`src/rtl/avalon_arbiter_if.sv`:
```
// Basic-mode Avalon-MM link (no pipelining, no burst) between one master and one slave.
// The arbiter uses the slave modport toward each requester and the master modport toward the shared slave.
interface avalon_arbiter_if #(
    parameter int unsigned NBADDRBITS  = 8,
    parameter int unsigned NBDATABYTES = 2
) ();
    logic [NBADDRBITS-1:0]    address;
    logic [NBDATABYTES-1:0]   byteenable;
    logic                     read;
    logic                     write;
    logic [8*NBDATABYTES-1:0] writedata;
    logic [8*NBDATABYTES-1:0] readdata;
    logic                     waitrequest;

    modport master (
        output address, byteenable, read, write, writedata,
        input  readdata, waitrequest
    );

    modport slave (
        input  address, byteenable, read, write, writedata,
        output readdata, waitrequest
    );
endinterface

```
`src/rtl/avalon_arbiter.sv`:
```
// Two-master round-robin arbiter for one shared Avalon-MM slave, with a waitrequest
// timeout abort and a pulse on masters that raise read and write together.
module avalon_arbiter #(
    parameter int unsigned NBADDRBITS  = 8,
    parameter int unsigned NBDATABYTES = 2,
    parameter int unsigned TIMEOUT     = 16
) (
    input  logic             clk,
    input  logic             rst,
    avalon_arbiter_if.slave  m0,
    avalon_arbiter_if.slave  m1,
    avalon_arbiter_if.master s,
    output logic [1:0]       grant,
    output logic             timeout_err,
    output logic             proto_err
);
    localparam int unsigned CW = $clog2(TIMEOUT + 1);

    typedef enum logic [1:0] {StIdle, StBus0, StBus1} state_e;

    state_e          state_q, state_d;
    logic            last_gnt_q, last_gnt_d;
    logic [CW-1:0]   cnt_q, cnt_d;
    logic [1:0]      grant_q;
    logic            proto_err_q;
    logic            bad0_q, bad1_q;

    logic req0, req1, bad0, bad1;
    logic in_bus, sel1, req_sel, req_oth;
    logic abort, done;

    assign req0 = m0.read ^ m0.write;
    assign req1 = m1.read ^ m1.write;
    assign bad0 = m0.read & m0.write;
    assign bad1 = m1.read & m1.write;

    assign in_bus  = (state_q == StBus0) || (state_q == StBus1);
    assign sel1    = (state_q == StBus1);
    assign req_sel = sel1 ? req1 : req0;
    assign req_oth = sel1 ? req0 : req1;

    // Abort on the TIMEOUT-th consecutive stalled cycle; a dropped request is not aborted.
    assign abort = in_bus && req_sel && s.waitrequest && (cnt_q == CW'(TIMEOUT - 1));
    assign done  = in_bus && req_sel && (!s.waitrequest || abort);

    always_comb begin
        state_d    = state_q;
        last_gnt_d = last_gnt_q;
        cnt_d      = cnt_q;
        unique case (state_q)
            StIdle: begin
                if (req0 && req1) begin
                    state_d = last_gnt_q ? StBus0 : StBus1;
                end else if (req0) begin
                    state_d = StBus0;
                end else if (req1) begin
                    state_d = StBus1;
                end
            end
            StBus0, StBus1: begin
                if (done) begin
                    last_gnt_d = sel1;
                    if (req_oth) begin
                        state_d = sel1 ? StBus0 : StBus1;
                    end else begin
                        state_d = StIdle;
                    end
                end else if (!req_sel) begin
                    state_d = StIdle;
                end
            end
            default: state_d = StIdle;
        endcase

        if (state_d != state_q) begin
            cnt_d = '0;
        end else if (in_bus && s.waitrequest && (cnt_q != CW'(TIMEOUT))) begin
            cnt_d = cnt_q + CW'(1);
        end
    end

    always_ff @(posedge clk or negedge rst) begin
        if (!rst) begin
            state_q     <= StIdle;
            last_gnt_q  <= 1'b1;
            cnt_q       <= '0;
            grant_q     <= 2'b00;
            proto_err_q <= 1'b0;
            bad0_q      <= 1'b0;
            bad1_q      <= 1'b0;
        end else begin
            state_q     <= state_d;
            last_gnt_q  <= last_gnt_d;
            cnt_q       <= cnt_d;
            grant_q     <= (state_d == StBus0) ? 2'b01 :
                           (state_d == StBus1) ? 2'b10 : 2'b00;
            // Pulse once per offending episode rather than every cycle it persists.
            proto_err_q <= (bad0 && !bad0_q) || (bad1 && !bad1_q);
            bad0_q      <= bad0;
            bad1_q      <= bad1;
        end
    end

    always_comb begin
        s.address      = '0;
        s.byteenable   = '0;
        s.read         = 1'b0;
        s.write        = 1'b0;
        s.writedata    = '0;
        m0.waitrequest = 1'b1;
        m0.readdata    = '0;
        m1.waitrequest = 1'b1;
        m1.readdata    = '0;
        unique case (state_q)
            StBus0: begin
                s.address      = m0.address;
                s.byteenable   = m0.byteenable;
                s.writedata    = m0.writedata;
                s.read         = m0.read && req0 && !abort;
                s.write        = m0.write && req0 && !abort;
                m0.waitrequest = s.waitrequest && !abort;
                m0.readdata    = abort ? '1 : s.readdata;
            end
            StBus1: begin
                s.address      = m1.address;
                s.byteenable   = m1.byteenable;
                s.writedata    = m1.writedata;
                s.read         = m1.read && req1 && !abort;
                s.write        = m1.write && req1 && !abort;
                m1.waitrequest = s.waitrequest && !abort;
                m1.readdata    = abort ? '1 : s.readdata;
            end
            default: ;
        endcase
    end

    assign grant       = grant_q;
    assign timeout_err = abort;
    assign proto_err   = proto_err_q;
endmodule

```
`src/flat_wrapper.sv`:
```
// flat-port wrapper written by rule: the top's interface ports become plain ports
module avalon_arbiter_flat 
#(
    parameter int unsigned NBADDRBITS  = 8,
    parameter int unsigned NBDATABYTES = 2,
    parameter int unsigned TIMEOUT     = 16
)
  (clk, rst, grant, timeout_err, proto_err, m0_address, m0_byteenable, m0_read, m0_write, m0_writedata, m0_readdata, m0_waitrequest, m1_address, m1_byteenable, m1_read, m1_write, m1_writedata, m1_readdata, m1_waitrequest, s_address, s_byteenable, s_read, s_write, s_writedata, s_readdata, s_waitrequest);
  avalon_arbiter_if #(.NBADDRBITS(NBADDRBITS), .NBDATABYTES(NBDATABYTES)) m0_i ();
  avalon_arbiter_if #(.NBADDRBITS(NBADDRBITS), .NBDATABYTES(NBDATABYTES)) m1_i ();
  avalon_arbiter_if #(.NBADDRBITS(NBADDRBITS), .NBDATABYTES(NBDATABYTES)) s_i ();
  input  logic clk;
  input  logic rst;
  output logic [1:0] grant;
  output logic timeout_err;
  output logic proto_err;
  input wire logic [$bits(m0_i.address)-1:0] m0_address;
  input wire logic [$bits(m0_i.byteenable)-1:0] m0_byteenable;
  input wire logic [$bits(m0_i.read)-1:0] m0_read;
  input wire logic [$bits(m0_i.write)-1:0] m0_write;
  input wire logic [$bits(m0_i.writedata)-1:0] m0_writedata;
  output wire logic [$bits(m0_i.readdata)-1:0] m0_readdata;
  output wire logic [$bits(m0_i.waitrequest)-1:0] m0_waitrequest;
  input wire logic [$bits(m1_i.address)-1:0] m1_address;
  input wire logic [$bits(m1_i.byteenable)-1:0] m1_byteenable;
  input wire logic [$bits(m1_i.read)-1:0] m1_read;
  input wire logic [$bits(m1_i.write)-1:0] m1_write;
  input wire logic [$bits(m1_i.writedata)-1:0] m1_writedata;
  output wire logic [$bits(m1_i.readdata)-1:0] m1_readdata;
  output wire logic [$bits(m1_i.waitrequest)-1:0] m1_waitrequest;
  output wire logic [$bits(s_i.address)-1:0] s_address;
  output wire logic [$bits(s_i.byteenable)-1:0] s_byteenable;
  output wire logic [$bits(s_i.read)-1:0] s_read;
  output wire logic [$bits(s_i.write)-1:0] s_write;
  output wire logic [$bits(s_i.writedata)-1:0] s_writedata;
  input wire logic [$bits(s_i.readdata)-1:0] s_readdata;
  input wire logic [$bits(s_i.waitrequest)-1:0] s_waitrequest;
  assign m0_i.address = m0_address;
  assign m0_i.byteenable = m0_byteenable;
  assign m0_i.read = m0_read;
  assign m0_i.write = m0_write;
  assign m0_i.writedata = m0_writedata;
  assign m0_readdata = m0_i.readdata;
  assign m0_waitrequest = m0_i.waitrequest;
  assign m1_i.address = m1_address;
  assign m1_i.byteenable = m1_byteenable;
  assign m1_i.read = m1_read;
  assign m1_i.write = m1_write;
  assign m1_i.writedata = m1_writedata;
  assign m1_readdata = m1_i.readdata;
  assign m1_waitrequest = m1_i.waitrequest;
  assign s_address = s_i.address;
  assign s_byteenable = s_i.byteenable;
  assign s_read = s_i.read;
  assign s_write = s_i.write;
  assign s_writedata = s_i.writedata;
  assign s_i.readdata = s_readdata;
  assign s_i.waitrequest = s_waitrequest;
  avalon_arbiter #(.NBADDRBITS(NBADDRBITS), .NBDATABYTES(NBDATABYTES), .TIMEOUT(TIMEOUT)) u_core (.clk(clk), .rst(rst), .m0(m0_i), .m1(m1_i), .s(s_i), .grant(grant), .timeout_err(timeout_err), .proto_err(proto_err));
endmodule
```
`config.mk`:
```
export PLATFORM = sky130hd
export DESIGN_NAME = avalon_arbiter_flat
export DESIGN_NICKNAME = d
export VERILOG_FILES = /design/src/rtl/avalon_arbiter_if.sv /design/src/rtl/avalon_arbiter.sv /design/src/flat_wrapper.sv
export SDC_FILE = /design/constraint.sdc
export NUM_CORES = 1
export LEC_CHECK = 0
export BUFFER_PORTS_ARGS = -buffer_cell sky130_fd_sc_hd__buf_2
export CORE_AREA = 5 5 68 70
export DETAILED_ROUTE_END_ITERATION = 12
export DIE_AREA = 0 0 73 75
export PLACE_DENSITY_LB_ADDON = 0.08
export SLEW_MARGIN = 20
export SYNTH_ARGS = -nofsm -noshare
export SYNTH_HDL_FRONTEND = slang
export SYNTH_SLANG_ARGS = --single-unit
export TNS_END_PERCENT = 5
```
`constraint.sdc`:
```
create_clock -name clk -period 6 [get_ports clk]
set_input_delay 0.9 -clock clk [delete_from_list [all_inputs] [get_ports clk]]
set_output_delay 0.9 -clock clk [all_outputs]
set_load 0.05 [all_outputs]
```
==> flow_summary.ini <==
[place]
io_buffers = 140
dpl.cell_count = 375
routabilityCongestion = 0.838
placed_area_sq_um = 2250
dp.final_hpwl_microns = 4560

[yosys]
syn_inst = 200
synth_compound_area_frac = 0.369
synth_top_family_by_area = compound AO/OA/AOI/OAI gates
ys_ff_latch = 13
avgSynthCellArea_sq_um = 7.71
synthArstFlopShare = 1.00
yosys.area_share.adder = 0.114
synth_edf_count = 0
synthMuxAreaShare = 0.0195
synth_xor_xnor_area_share = 0.0114
syn_nets = 289
yosysWarnings = 0
seq_area_frac_synth = 0.212
synthSimpleGateAreaFrac = 0.204
synth_ff_type = dfrtp_1
synth_cell_types = 38
syn_area_sq_um = 1540

[die]
pin_count = 141
dieArea_sq_um = 5480
rows = 23
die-height_microns = 75
core_sq_um = 3910
die_w_microns = 73
start_util = 0.394

[worst_setup_path]
path_class = input port to primary output
cp_max_fo = 34
reg2regPathDepth = 7
worstPathArrival_ns = 2.74
cp-end-kind = primary output
start_kind = input port
crit_required_ns = 5.10
reg2reg_slack_ns = 3.38

[cts]
max-clock-path-buffers = 2
ctsResizeCount = 0
worst_skew_pair.late_latency_ns = 0.24
cts_root_buf = clkbuf_8
cts_buffers = 3
cts_hold_buf = 0
htreeDepth = 1
cts_setup_buffers = 0
tritoncts = built
cts.sinks = 13
path_clk_slew_ns = 0.05

[timing]
rsz0062_at_grt = false
tns_ns = 0
slew_violations = 0
relSlewSlack = 0.628
layout_min_cycle_time_ns = 3.64
clock_skew_ns = 0.00258
setup_viol = 0
finalHoldViolCount = 0
max_freq_mhz = 275
fin_crit_sh = 0.606
worst_pin_slew_ns = 0.558

[global_route]
grt_pass1_wl_microns = 8150
overflow = 0
grt_usage = 0.187
first_global_vias = 1711
grt_max_degree = 48
antenna_found_initial = 0

[route]
routed_wl_microns = 5650
wl_per_cell_microns = 14.9
viasPerCell = 5.02
first_pass_iters = 4
drtAntennaViolNets = 0
num_vias = 1902
drc_errors = 0
drtIter0Drc = 96

[finish]
antenna_cells = 0
drive_gt1_frac = 0.468
regArea_sq_um = 327
final_cell_mix = 140 x buf_2, 36 x nor2_1, 32 x o21a_1
area_growth_pct = 49.3
design_area_sq_um = 2300
fill_cells = 410
postLayoutCoreUtil = 0.588
instances_no_fill = 379
final_common_cell = buf_2
num-nets-final = 419
multi_input_area_sq_um = 1110

[pwr]
power.switching_mw = 0.793
clockPowerShare = 0.062
seqPwrFrac = 0.107
swShare = 0.657
cellPowerDensity_nw_per_um2 = 525
comb_power_share = 0.830
ir_drop_uv = 240
intPower_mw = 0.415
power.leakage_nw = 1.28

[hold_path]
worstHoldPathCells = 1
hold_path.class = register to register

[run_status]
status = finished, final reports clean

[flow_run]
cap_viol_max_count = 0
path summary, 6_finish.rpt:
check                                   from                 to
min in group asynchronous                rst  u_core.state_q[1]
max in group asynchronous                rst  u_core.last_gnt_q
min reg2reg                    u_core.bad1_q   u_core.proto_err
max reg2reg                u_core.state_q[1]    u_core.cnt_q[4]
max                                 m1_write             s_read
min                            u_core.bad1_q   u_core.proto_err
synthesized netlist by cell type (2+ instances only):
cell type,n,area [sq um]
a211o_1,2,17.5
a21oi_1,4,20.0
a22oi_1,26,195
and2_1,2,12.5
and3_1,2,12.5
buf_1,3,11.3
clkbuf_1,13,48.8
dfrtp_1,12,300
ha_1,14,175
inv_1,11,41.3
mux2i_1,3,30.0
nand2_1,9,33.8
nand2b_1,2,12.5
nand3_1,3,15.0
nand3b_1,2,15.0
nor2_1,36,135
nor2b_1,2,12.5
nor3b_1,3,22.5
o21a_1,32,240
per-layer routing:
| layer | wire length, microns | GRT usage | vias up |
|---|---|---|---|
| met2 | 2960 | 0.349 | 70 |
| met1 | 2100 | 0.216 | 849 |
| met5 | 0 | 0 | - |
| li1 | - | - | 975 |
| met4 | 74 | 0.0615 | 0 |
| met3 | 520 | 0.0320 | 8 |
registers in the layout (all words and copies together), names as in the netlist:
name and flops:
u_core.cnt_q 5, u_core.grant 2, u_core.state_q 2, u_core.bad0_q 1
u_core.bad1_q 1, u_core.last_gnt_q 1, u_core.proto_err 1
power groups by stage:
stage	Clock [mW]	Sequential [mW]	Combinational (mW)
finish	0.0752	0.130	1.00
global route	0.0838	0.133	1.07
CTS	0.0793	0.129	1.01
detailed placement	0	0.131	1.01
global placement	0	0.130	1.01
floorplan	0	0.150	0.773
through the flow:
step / worst slack, ns / power (mW) / hold slack (ns)
after global placement: 2.05 / 1.14 / 0.412
after floorplan: 2.10 / 0.923 / 0.399
final: 2.36 / 1.21 / 0.427
after detailed placement: 1.97 / 1.14 / 0.420
after global routing: 2.16 / 1.29 / 0.440
after CTS: 1.98 / 1.22 / 0.427
worst max-delay path, cell delays in order:
cell,delay (ns)
buf_2,0.10
inv_1,0.04
ha_1,0.35
mux2i_1,0.25
and3_2,0.60
nand2b_1,0.22
nor2_1,0.06
buf_2,0.21
cell type report:
| cell class | count | share of cell area |
|---|---|---|
| multi-input combinational | 158 | 0.481 |
| timing repair buffer | 142 | 0.311 |
| sequential | 13 | 0.142 |
| tap | 50 | 0.0272 |
| clock buffer | 4 | 0.0196 |
| inverter | 12 | 0.0196 |
cells by family after synthesis:
| group | after synthesis |
|---|---|
| AOI/OAI and AO/OA | 73 |
| buffers and inverters | 29 |
| and+or+nand+nor | 66 |
| DFF | 13 |
| adders and majority gates | 14 |
| xor gates and xnor gates | 2 |
| muxes | 3 |
(Power assumes the default switching activity.)
